--- src/rtl/ring_pkg.sv ---
// ring_pkg -- shared definitions for one-hot ring-code generators and checkers.
//
// Contents:
//   RING_MAX_W      widest ring the helper functions accept
//   ring_state_t    SEARCH / LOCKED tracking state
//   ring_succ()     successor of a ring word (rotate right by one inside n bits)
//   ring_is_onehot  true when exactly one bit is set
//
// The helpers work on RING_MAX_W-bit vectors so that rings of any width up to
// RING_MAX_W can share them. Callers zero-extend their N-bit word, and bits at
// and above n must be zero.
package ring_pkg;

  localparam int unsigned RING_MAX_W = 64;

  typedef enum logic {
    SEARCH = 1'b0,
    LOCKED = 1'b1
  } ring_state_t;

  // The shift moves bit 0 out, and it is then re-inserted at bit n-1.
  // The upper bits stay zero because the input is zero above n.
  function automatic logic [RING_MAX_W-1:0] ring_succ(
    input logic [RING_MAX_W-1:0] w,
    input int unsigned           n
  );
    logic [RING_MAX_W-1:0] r;
    r        = w >> 1;
    r[n - 1] = w[0];
    return r;
  endfunction

  function automatic logic ring_is_onehot(input logic [RING_MAX_W-1:0] w);
    return ($countones(w) == 1);
  endfunction

endpackage

--- src/rtl/ring_onehot_enc.sv ---
// ring_onehot_enc -- combinational one-hot to step-index encoder.
//
// Ring bit N-1 maps to index 0, bit N-2 to index 1, and so on down to bit 0,
// which maps to index N-1. index_o is meaningful only while onehot_o is high.
//
// Ports:
//   ring_i    [N-1:0]   ring word
//   index_o   [IW-1:0]  step index of the set bit
//   onehot_o            exactly one bit of ring_i is set
module ring_onehot_enc
  import ring_pkg::*;
#(
  parameter int unsigned N  = 4,
  parameter int unsigned IW = $clog2(N)
) (
  input  logic [N-1:0]  ring_i,
  output logic [IW-1:0] index_o,
  output logic          onehot_o
);

  always_comb begin
    index_o = '0;
    for (int unsigned i = 0; i < N; i++) begin
      if (ring_i[i]) begin
        index_o = index_o | IW'(N - 1 - i);
      end
    end
    onehot_o = ring_is_onehot(RING_MAX_W'(ring_i));
  end

endmodule

--- src/rtl/ring_decoder.sv ---
// ring_decoder -- receive-side checker for one-hot ring-counter codes.
//
// Each valid sample is converted to a binary step index. The decoder checks
// that consecutive samples follow the ring order (rotate right, bit 0 wrapping
// to bit N-1), declares lock after LOCK_LEN correct steps in a row, and counts
// completed revolutions while locked.
//
// Ports:
//   clk          clock, rising edge
//   rst          asynchronous active-high reset
//   ring_in      [N-1:0] sampled ring word
//   in_valid     ring_in carries a new sample (low = stall, nothing changes)
//   index        [IW-1:0] step index of the last accepted one-hot sample
//   index_valid  pulse: index was updated by the previous cycle's sample
//   locked       level: tracking state is LOCKED
//   step_err     pulse: a one-hot sample in LOCKED was not the successor
//   code_err     pulse: a valid sample was not one-hot
//   wrap         pulse: a revolution completed (locked step into index 0)
//   rev_count    [REV_W-1:0] revolutions seen, modulo 2^REV_W
module ring_decoder
  import ring_pkg::*;
#(
  parameter int unsigned N        = 4,
  parameter int unsigned LOCK_LEN = 2,
  parameter int unsigned REV_W    = 8
) (
  input  logic                 clk,
  input  logic                 rst,
  input  logic [N-1:0]         ring_in,
  input  logic                 in_valid,
  output logic [$clog2(N)-1:0] index,
  output logic                 index_valid,
  output logic                 locked,
  output logic                 step_err,
  output logic                 code_err,
  output logic                 wrap,
  output logic [REV_W-1:0]     rev_count
);

  localparam int unsigned IW = $clog2(N);
  localparam int unsigned GW = $clog2(LOCK_LEN + 1);

  ring_state_t      state_q;
  logic [N-1:0]     ref_q;
  logic             ref_ok_q;
  logic [GW-1:0]    good_q;
  logic [IW-1:0]    index_q;
  logic             index_valid_q;
  logic             step_err_q;
  logic             code_err_q;
  logic             wrap_q;
  logic [REV_W-1:0] rev_count_q;

  logic [IW-1:0]    enc_index;
  logic             enc_onehot;
  logic             is_succ;
  logic             run_done;

  ring_onehot_enc #(
    .N  (N),
    .IW (IW)
  ) u_enc (
    .ring_i   (ring_in),
    .index_o  (enc_index),
    .onehot_o (enc_onehot)
  );

  // A repeat of ref never matches, because the rotated word differs from ref
  // whenever ref is one-hot and N >= 2.
  assign is_succ  = ref_ok_q &&
                    (RING_MAX_W'(ring_in) == ring_succ(RING_MAX_W'(ref_q), N));
  assign run_done = ((int'(good_q) + 1) == int'(LOCK_LEN));

  always_ff @(posedge clk or posedge rst) begin
    if (rst) begin
      state_q       <= SEARCH;
      ref_q         <= '0;
      ref_ok_q      <= 1'b0;
      good_q        <= '0;
      index_q       <= '0;
      index_valid_q <= 1'b0;
      step_err_q    <= 1'b0;
      code_err_q    <= 1'b0;
      wrap_q        <= 1'b0;
      rev_count_q   <= '0;
    end else begin
      index_valid_q <= 1'b0;
      step_err_q    <= 1'b0;
      code_err_q    <= 1'b0;
      wrap_q        <= 1'b0;

      if (in_valid) begin
        if (!enc_onehot) begin
          code_err_q <= 1'b1;
          ref_ok_q   <= 1'b0;
          good_q     <= '0;
          state_q    <= SEARCH;
        end else begin
          index_q       <= enc_index;
          index_valid_q <= 1'b1;
          ref_q         <= ring_in;
          ref_ok_q      <= 1'b1;

          unique case (state_q)
            SEARCH: begin
              if (is_succ) begin
                good_q <= good_q + 1'b1;
                if (run_done) begin
                  state_q <= LOCKED;
                end
              end else begin
                good_q <= '0;
              end
            end
            LOCKED: begin
              if (is_succ) begin
                // Stepping into bit N-1 (index 0) closes one revolution.
                if (ring_in[N-1]) begin
                  wrap_q      <= 1'b1;
                  rev_count_q <= rev_count_q + 1'b1;
                end
              end else begin
                step_err_q <= 1'b1;
                state_q    <= SEARCH;
                good_q     <= '0;
              end
            end
            default: state_q <= SEARCH;
          endcase
        end
      end
    end
  end

  assign index       = index_q;
  assign index_valid = index_valid_q;
  assign locked      = (state_q == LOCKED);
  assign step_err    = step_err_q;
  assign code_err    = code_err_q;
  assign wrap        = wrap_q;
  assign rev_count   = rev_count_q;

endmodule
--- config.mk ---
export PLATFORM = sky130hd
export DESIGN_NAME = ring_decoder
export DESIGN_NICKNAME = d
export VERILOG_FILES = /design/src/rtl/ring_pkg.sv /design/src/rtl/ring_onehot_enc.sv /design/src/rtl/ring_decoder.sv
export SDC_FILE = /design/constraint.sdc
export NUM_CORES = 1
export LEC_CHECK = 0
export BUFFER_PORTS_ARGS = -buffer_cell sky130_fd_sc_hd__buf_2
export CAP_MARGIN = 30
export CORE_ASPECT_RATIO = 1.4
export CORE_UTILIZATION = 57
export DETAILED_ROUTE_END_ITERATION = 16
export PLACE_DENSITY = 0.82
export SLEW_MARGIN = 20
export SYNTH_ARGS = -nofsm -noshare
export SYNTH_HDL_FRONTEND = slang
export SYNTH_SLANG_ARGS = --single-unit
--- constraint.sdc ---
create_clock -name clk -period 2.34 [get_ports clk]
set_input_delay 0 -clock clk [delete_from_list [all_inputs] [get_ports clk]]
set_output_delay 0 -clock clk [all_outputs]
set_load 0.01 [all_outputs]
After elaboration in Yosys (flattened, before gate mapping)
Index checks and enable logic that the tools add are counted.
{ "word_totals": {"regBits": 22, "output_inout_bits": 15} }
{ "op_classes": {"add_sub_neg": 6, "eq_ne": 4, "n_mux": 25, "bitwise": 1, "n_reduce_logical": 4} }
{ "op_table": {"columns": ["operator", "count"], "rows": [
  ["32-bit adder", 1],
  ["32-bit by 2-bit equality test with 1-bit output (second input constant)", 1],
  ["1-bit 2-to-1 mux", 18],
  ["2-bit 2-to-1 mux", 5],
  ["8-bit by 1-bit adder with 8-bit output (second input constant)", 1],
  ["5-bit AND reduction", 1],
  ["1-bit by 1-bit adder with 2-bit output", 2],
  ["4-bit equality test", 1],
  ["2-bit one-hot mux with 2 select lines", 1],
  ["2-bit AND reduction", 2],
  ["2-bit by 1-bit adder with 3-bit output (second input constant)", 1],
  ["3-bit by 2-bit equality test with 1-bit output (second input constant)", 1],
  ["3-bit != test (second input constant)", 1],
  ["2-bit by 1-bit adder with 2-bit output (second input constant)", 1],
  ["1-bit one-hot mux with 2 select lines", 1],
  ["1-bit logical AND", 1],
  ["1-bit NOT", 1]
]} }

Depth between registers and ports, before layout
Gate-level depths: netlist (run 1).
{ "logic_depth": {"word_depth": 6, "mapped_depth": 8} }

Modules after synthesis
Synthesis (run 1) repeated with hierarchy kept, for this count alone.
{ "unflattened": {"hier_cells": 93, "hier_area_um2": 1109.8} }
{ "modules_own_cells": {"columns": ["module", "instances", "cells_each", "area_each_um2", "seq_area_each_um2"], "rows": [
  ["ring_decoder", 1, 81, 1016.0, 550.5],
  ["ring_onehot_enc", 1, 12, 93.8, 0.0]
]} }

Least setup slack after synthesis (run 1)
No wires, ideal clock.
{ "synth_path": {"path_kind": "input to register", "from": "in ring_in[0]", "to": "reg rev_count_q[1], in the netlist rev_count[1]", "setup_time_ns": 0.125, "arrival_time_ns": 1.823, "required_ns": 2.215, "setup_slack_ns": 0.393, "path_stages": 7, "n_path_buf": 0, "cell_sequence": "inv_1 > ha_1 > ha_1 > fa_1 > and4bb_4 > and4_4 > mux2_2"} }
{ "synth_between": {"elab_chain_cells": 4, "word_cells_on_any_way": 6} }
{ "synth_rtl": {"columns": ["item", "line", "rtl"], "rows": [
  ["start, declared", "ring_decoder.sv:29", "input logic [N-1:0] ring_in,"],
  ["1-bit by 1-bit adder with 2-bit output (implied by the code)", "ring_pkg.sv:34", "return ($countones(w) == 1);"],
  ["32-bit adder (implied by the code)", "ring_pkg.sv:34", null],
  ["32-bit by 2-bit equality test with 1-bit output", "ring_pkg.sv:34", null],
  ["5-bit AND reduction (no source line) (*)", null, null],
  ["end signal, assigned", "ring_decoder.sv:120", "rev_count_q <= rev_count_q + 1'b1;"],
  ["end, declared", "ring_decoder.sv:52", "logic [REV_W-1:0] rev_count_q;"]
]} }
Mark *: on every way between the ends. The rest lies on a longest branch, timed or not.
A chain may end at the register's enable or synchronous reset.

Worst setup path after layout (run 1)
{ "layout_path": {"from": "in ring_in[0]", "to": "reg rev_count_q[6], in the netlist rev_count[6]"} }
The elaborated chain is that of the path after synthesis.

==> results by group, run 1 <==
Detailed routing
  – Number of nets with antenna violations after detailed routing: 0
  – Final WL: 2230 µm
  – Drt via density: 5.69
  – DR DRC count: 0
  – Initial DRC count: 29
  – Drt first pass iters: 4
  – Drt wl/cell: 15.4 µm
  – Via Count: 825

Worst setup path
  – Slowest cell delay on critical path: 470 ps
  – WP data arrival: 2190 ps
  – CP top delay family: adder cells
  – Largest fanout on the critical path: 7
  – CP Capture Type: register
  – Setup CP Type: in -> reg
  – Cell mode on critical path: ha_1
  – Slowest cell on crit path: fa_1
  – WP data required: 2580 ps
  – R2R depth: 4
  – R2r endpoint: rev_count[1]$_DFFE_PP0P_
  – Worst r2r src: ref_q[2]$_DFFE_PP0P_
  – Crit path buf inv count: 2
  – FF-to-FF setup slack: 680 ps
  – Worst path cell trace: buf_2 -> inv_1 -> ha_1 -> ha_1 -> fa_1 -> and4bb_4 -> nand4bb_4 -> nor3_1 -> xor2_1
  – Critical Path Source Type: input port

Status
  – Status: finished clean

Global routing
  – GRT Total Usage: 24.8%
  – Largest net degree at the start of global routing: 23
  – Vias in the first global route: 771
  – Met1 usage: 27.2%
  – Grt peak-use layer: met2
  – Global-route wire length before repair: 3450 µm
  – Met3 usage: 2.48%
  – Congestion Overflow GR: 0
  – Initial antenna violation count: 0
  – M2 GR Usage: 44.7%

Timing
  – Slew headroom: 45.6%
  – Max Clock Skew: 11.0 ps
  – Final worst-path cycle share: 83.0%
  – Slew Viols, Final: 0
  – Max frequency: 515 MHz
  – Final Hold Viols: 0
  – Min Clock Period, post-route: 1940 ps
  – Post-route setup TNS: 0 ps
  – Actual slew at the worst max-slew pin: 815 ps
  – Endpoints failing setup: 0
  – RSZ-0062 raised after global routing: false

Synthesis
  – Sequential area share after synthesis: 49.8%
  – Synth warn: 0
  – Distinct cell type count after synthesis: 28
  – Total nets after synthesis: 108
  – Synth Register Bits: 22
  – Cell count after synthesis: 94
  – Synthesized cell area: 1100 µm²
  – Syn avg cell area: 11.8 µm²

Clock tree
  – H-tree levels: 1
  – Post-CTS Repair Setup Buffers: 0
  – Clk root buf: clkbuf_4
  – Cts bufs inserted: 3
  – Hold_buf cts: 7
  – Skew-Pair Late Insertion Delay: 320 ps
  – Max clock buf depth: 2
  – CTS tree: built
  – Clock-pin slew on the worst setup and hold paths: 120 ps
  – Cts repair resizes: 0
  – Sink Count: 22

Finish
  – Footprint of the multi-input gates: 523 µm²
  – Reg area: 551 µm²
  – # fillers: 132
  – Layout cells sized above 1: 28.0%
  – Most frequent cells in the layout: dfrtp_1, buf_2, xor2_1
  – Number of diodes: 0
  – Nets@finish: 141
  – Area grow syn2layout: 20.4%
  – Commonest non-fill, non-tap cell in the layout: dfrtp_1

Hold path
  – Hold path start: ring_in[0]
  – Hold Path Sink: index[0]$_DFFE_PP0P_
  – Hold Path Cell Cnt: 3
  – HP Class: in -> reg

Floorplanning
  – # rows: 18
  – Ports: 22
  – Chip height: 54.1 µm
  – Core Footprint: 1800 µm²
  – Initial core utilization: 61.3%
  – Die X: 39.2 µm
  – Die area: 2120 µm²

Placement
  – Number of port buffers: 21
  – Routability Congestion: 0.765
  – Post-DP HPWL: 1550 µm

Job
  – Max-cap violation count: 0

Power and ir drop
  – Sequential Power Share: 53.3%
  – Clock Power Share: 19.8%
  – Pwr Total: 0.882 mW
  – VDD IR max: 0.500 mV
  – Pint: 0.616 mW
  – Pwr dens: 663 nW/µm²
  – Leak: 0.705 nW
  – Gate power share: 26.9%
  – Net Sw Frac: 30.2%
  – NetSw: 0.267 mW
==> flip-flops by register name, summed over array words and instances (netlist names) <==
register	count
ref_ok_q	1
locked	1
ref_q	4
index_valid	1
rev_count	8
index	2
step_err	1
code_err	1
wrap	1
good_q	2
==> how the worst max path moves through the flow <==
stage	to	cells past startpoint	startpoint
6_report	rev_count[6]$_DFFE_PP0P_	9	ring_in[0]
5_1_grt	rev_count[4]$_DFFE_PP0P_	9	ring_in[0]
4_1_cts	rev_count[6]$_DFFE_PP0P_	9	ring_in[0]
3_5_place_dp	rev_count[6]$_DFFE_PP0P_	9	ring_in[0]
3_3_place_gp	rev_count[1]$_DFFE_PP0P_	8	ring_in[0]
2_1_floorplan	rev_count[1]$_DFFE_PP0P_	7	ring_in[0]
==> logic make-up (layout without fill, tap and decap cells) <==
| family | Yosys count | count (layout) | share of synthesized area [%] |
|---|---|---|---|
| AOI/OAI and AO/OA | 9 | 9 | 5.10 |
| xor gates and xnor gates | 11 | 11 | 8.72 |
| adders and majority gates | 7 | 7 | 8.61 |
| buffers and inverters | 8 | 39 | 2.83 |
| DFF | 22 | 22 | 49.8 |
| muxes | 5 | 5 | 5.10 |
| and+or+nand+nor | 32 | 32 | 19.8 |
==> layout make-up <==
cell class,count,share of cell area (%)
clock buffer,3,1.69
inverter,7,1.98
multi-input combinational,64,39.3
sequential,22,41.4
tap,20,1.88
timing repair buffer,29,13.7
==> per-layer routing <==
metal | vias to the layer above | wire, µm
met5 | - | 0
met4 | 0 | 51
met3 | 4 | 87
met2 | 33 | 1260
met1 | 397 | 836
li1 | 391 | -
==> power groups by stage <==
stage               Combinational [mW]  Sequential [mW]  Clock, mW
global route                     0.261            0.477      0.184
finish                           0.237            0.470      0.175
global placement                 0.217            0.474          0
detailed placement               0.223            0.477          0
CTS                              0.233            0.469      0.173
floorplan                        0.156            0.481          0
==> stage by stage <==
step           utilization [%]  area [µm²]  hold WS (ps)  std cells  worst slack, ps
6_report                  73.8        1330          3.55        145              397
5_1_grt                   73.8        1330          29.3        145              261
4_1_cts                   73.8        1330          12.7        145              374
3_5_place_dp              68.7        1240           195        135             48.7
3_3_place_gp              68.7        1240           181        135              178
2_1_floorplan                -        1100         -10.8         94              393
==> synthesized netlist by cell type <==
library cell,instances,area [µm²]
o221ai_1,1,8.76
inv_1,7,26.3
and4_1,1,8.76
and4bb_4,1,16.3
xnor2_1,2,17.5
nor4_4,1,21.3
a41oi_1,1,8.76
dfrtp_1,22,551
nand3_1,5,25.0
mux2_2,5,56.3
fa_1,1,20.0
nor2_1,6,22.5
nand4bb_4,1,27.5
nor3b_1,1,7.51
nand4_1,2,12.5
o22ai_1,1,6.26
nor3_1,5,25.0
and3_1,1,6.26
a21oi_1,5,25.0
and2_1,1,6.26
buf_2,1,5.00
or2b_1,1,7.51
nand2_1,4,15.0
xor2_1,9,78.8
and4_4,1,11.3
ha_1,6,75.1
a21o_1,1,7.51
or2_2,1,6.26
==> tightest hold or removal path: stages <==
cell	delay (ps)
buf_2	130
nor2_1	100
a21oi_1	70
Note: power is estimated with default switching activity, not from simulation.
==> run 2, diff against run 1 <==
Settings changed: ABC_AREA set to 1, CORE_UTILIZATION 57 to 54, PLACE_DENSITY 0.82 to 0.78.
Clock period 2.34 ns to 1.9 ns, I/O delays scaled along.
==> results by group, run 2 <==
Status
  – Status: finished clean

Power and ir drop
  – Pint: 0.776 mW (+26%)
  – Clock Power Share: 22.2% (+2.4 points)
  – VDD IR max: 0.556 mV (+11%)
  – Pwr Total: 1.13 mW (+28%)
  – Gate power share: 26.2% (-0.7 points)
  – Pwr dens: 792 nW/µm² (+19%)
  – NetSw: 0.357 mW (+34%)
  – Leak: 0.818 nW (+16%)
  – Sequential Power Share: 51.6% (-1.7 points)
  – Net Sw Frac: 31.5% (+1.2 points)

Worst setup path
  – Critical Path Source Type: input port
  – Cell mode on critical path: inv_2
  – Worst Setup SP: ring_in[0]
  – Largest fanout on the critical path: 11 (+4)
  – CP Capture Type: register
  – Slowest cell delay on critical path: 450 ps (-20 ps)
  – Slowest cell on crit path: fa_1
  – R2R depth: 9 (+5)
  – Crit path buf inv count: 5 (+3)
  – WP data required: 2150 ps (-430 ps)
  – FF-to-FF setup slack: 560 ps (-120 ps)
  – Setup CP Type: in -> reg
  – Worst path cell trace: buf_2 -> inv_2 -> ha_1 -> ha_1 -> fa_1 -> inv_2 -> nand2_2 -> nor2_4 -> nand2_4 -> nor2_4 -> inv_2 -> nor2_2 -> nand2_4 -> inv_4 -> nand2_1 -> nand2_1
  – WP data arrival: 1970 ps (-220 ps)
  – Worst r2r src: ref_q[1]$_DFFE_PP0P_
  – R2r endpoint: rev_count[0]$_DFFE_PP0P_
  – CP top delay family: adder cells

Finish
  – Max reg flops: 8 (unchanged)
  – Number of diodes: 0 (unchanged)
  – Cell area after layout: 1430 µm² (+7.5%)
  – # fillers: 175 (+33%)
  – Most frequent cells in the layout: nand2_1, dfrtp_1, buf_2
  – Layout cells sized above 1: 31.0% (+3.0 points)
  – Nets@finish: 189 (+34%)
  – Commonest non-fill, non-tap cell in the layout: nand2_1
  – Reg area: 551 µm² (unchanged)
  – Footprint of the multi-input gates: 547 µm² (+4.5%)
  – Area grow syn2layout: 20.6%

Clock tree
  – CTS tree: built
  – Sink Count: 22 (unchanged)
  – H-tree levels: 1 (unchanged)
  – Clock-pin slew on the worst setup and hold paths: 110 ps (about the same)
  – Cts bufs inserted: 3 (unchanged)
  – Max clock buf depth: 2 (unchanged)
  – Clk root buf: clkbuf_4
  – Skew-Pair Late Insertion Delay: 300 ps (-20 ps)

Global routing
  – Largest net degree at the start of global routing: 23 (unchanged)
  – GRT Total Usage: 19.8% (-5.0 points)
  – Global-route wire length before repair: 3570 µm (+3.6%)
  – Congestion Overflow GR: 0 (unchanged)
  – Vias in the first global route: 894 (+16%)
  – Initial antenna violation count: 0 (unchanged)

Floorplanning
  – Core Footprint: 2020 µm² (+12%)
  – Die area: 2390 µm² (+13%)
  – Die X: 41.6 µm (+6.1%)
  – Chip height: 57.5 µm (+6.2%)
  – Initial core utilization: 58.7% (-2.6 points)
  – Ports: 22 (unchanged)
  – # rows: 19 (+1)

Placement
  – Pre-CTS WS: -224 ps (-273 ps)
  – Number of port buffers: 21 (unchanged)
  – Routability Congestion: 0.876 (+14%)
  – Placed inst area: 1370 µm² (+10%)
  – Post-DP HPWL: 1660 µm (+6.9%)

Synthesis
  – Largest cells by area after synthesis: dfrtp_1, nand2_1, ha_1
  – Total nets after synthesis: 154 (+43%)
  – Synth warn: 0 (unchanged)
  – Syn avg cell area: 8.47 µm² (-28%)
  – Top_reg_cell synth: dfrtp_1
  – Async SR Flop Fraction: 100% (unchanged)
  – Synth Register Bits: 22 (unchanged)
  – Top cell type's share of synthesized area: 46.4% (-3.4 points)
  – Post-synth EDFFs: 0 (unchanged)
  – Sequential area share after synthesis: 46.4% (-3.4 points)
  – Cell with the most instances after synthesis: nand2_1
  – Distinct cell type count after synthesis: 22 (-21%)
  – Synthesized cell area: 1190 µm² (+7.4%)
  – Commonest cells in the netlist: nand2_1, dfrtp_1, inv_1
  – Cell count after synthesis: 140 (+49%)
  – Area leader, netlist: dfrtp_1

Timing
  – Max Clock Skew: 5.41 ps (-5.58 ps)
  – Final WS setup: 181 ps (-216 ps)
  – Final worst-path cycle share: 90.5%
  – Endpoints failing setup: 0 (unchanged)
  – Actual slew at the worst max-slew pin: 794 ps (-20.8 ps)
  – Slew headroom: 47.0% (+1.4 points)
  – Min Clock Period, post-route: 1720 ps
  – Final Hold Viols: 0 (unchanged)
  – Max frequency: 582 MHz
  – RSZ-0062 raised after global routing: false
  – Slew Viols, Final: 0 (unchanged)

Detailed routing
  – Via Count: 976 (+18%)
  – Final WL: 2060 µm (-7.6%)
  – Number of nets with antenna violations after detailed routing: 0 (unchanged)
  – Initial DRC count: 8 (-72%)
  – Drt first pass iters: 4 (unchanged)
  – DR DRC count: 0 (unchanged)
  – Drt wl/cell: 10.6 µm (-31%)
  – Drt via density: 5.01 (-12%)

Hold path
  – HP Class: in -> reg
  – Hold Path Sink: index[0]$_DFFE_PP0P_
  – Hold Path Cell Cnt: 4 (+1)
  – Hold path start: ring_in[0]

Job
  – Max-cap violation count: 0 (unchanged)
-- run 2: cell count changes in the layout (fill, tap and decap cells not counted), sizes merged, moves of 4 or more --
| cell | previous run | this run |
|---|---|---|
| mux2 | 5 | 0 |
| dlygate4sd3 | 7 | 2 |
| o21ai | 0 | 9 |
| xor2 | 9 | 1 |
| a21oi | 5 | 1 |
| buf | 22 | 29 |
| inv | 7 | 22 |
| nor2 | 6 | 16 |
| nor3 | 5 | 0 |
| nand2 | 4 | 45 |
-- run 2: stage by stage --
| stage | TNS, ps | hold WS [ps] | util, % | instances |
|---|---|---|---|---|
| after floorplan | 0 | -10.8 | - | 140 |
| after global placement | -918 | 190 | 67.6 | 189 |
| after detailed placement | -2290 | 209 | 67.6 | 189 |
| after CTS | 0 | 48.9 | 70.4 | 195 |
| after global routing | 0 | 58.6 | 70.8 | 195 |
| final | 0 | 45.4 | 70.8 | 195 |
-- run 2: cell families (layout without fill, tap and decap cells) --
group	Yosys count	after routing	share of synthesized area (%)
xor gates and xnor gates	6	6	4.43
AOI/OAI and AO/OA	11	11	5.38
and+or+nand+nor	71	71	27.8
adders and majority gates	7	7	8.02
buffers and inverters	23	57	7.91
DFF	22	22	46.4
-- run 2: worst min-delay path, stage by stage --
cell and delay (ps):
buf_2 90, buf_4 110, nand2_1 60, nand3_1 60
-- run 2: what timing repair did --
| item | in CTS | in global routing |
|---|---|---|
| hold endpoints to repair | 24 | 0 |
| buffers inserted | 0 | 0 |
| endpoints found under the setup margin | 0 | 6 |
| hold buffers | 2 | 0 |
| resized for setup | 0 | 2 |
-- run 2: how the worst max path moves through the flow --
| stage | cells after the start | end | slack, ps |
|---|---|---|---|
| finish | 16 | rev_count[0]$_DFFE_PP0P_ | 180 |
| global route | 16 | rev_count[5]$_DFFE_PP0P_ | 30 |
| CTS | 16 | rev_count[0]$_DFFE_PP0P_ | 90 |
| detailed placement | 16 | rev_count[0]$_DFFE_PP0P_ | -220 |
| global placement | 16 | rev_count[5]$_DFFE_PP0P_ | -120 |
| floorplan | 15 | rev_count[2]$_DFFE_PP0P_ | 50 |
-- run 2: final cells by class --
cell class	count	share of cell area (%)
clock buffers	4	2.54
well taps	21	1.84
inverters	22	5.95
multi-input cells	95	38.2
flip-flops and latches	22	38.5
repair buffers	31	12.9
-- run 2: power by group through the flow --
stage,combinational [mW],clock (mW),sequential [mW]
2_1_floorplan,0.190,0,0.598
3_3_place_gp,0.287,0,0.588
3_5_place_dp,0.300,0,0.588
4_1_cts,0.301,0.258,0.583
5_1_grt,0.343,0.273,0.593
6_report,0.296,0.252,0.585
-- run 2: routing by layer --
metal  up-vias  global-route usage, %  routed length (µm)
li1        496                      -                   -
met2        25                   36.8                1110
met5         -                      0                   0
met3         4                   2.85                  56
met4         0                   9.68                  42
met1       451                   21.5                 856
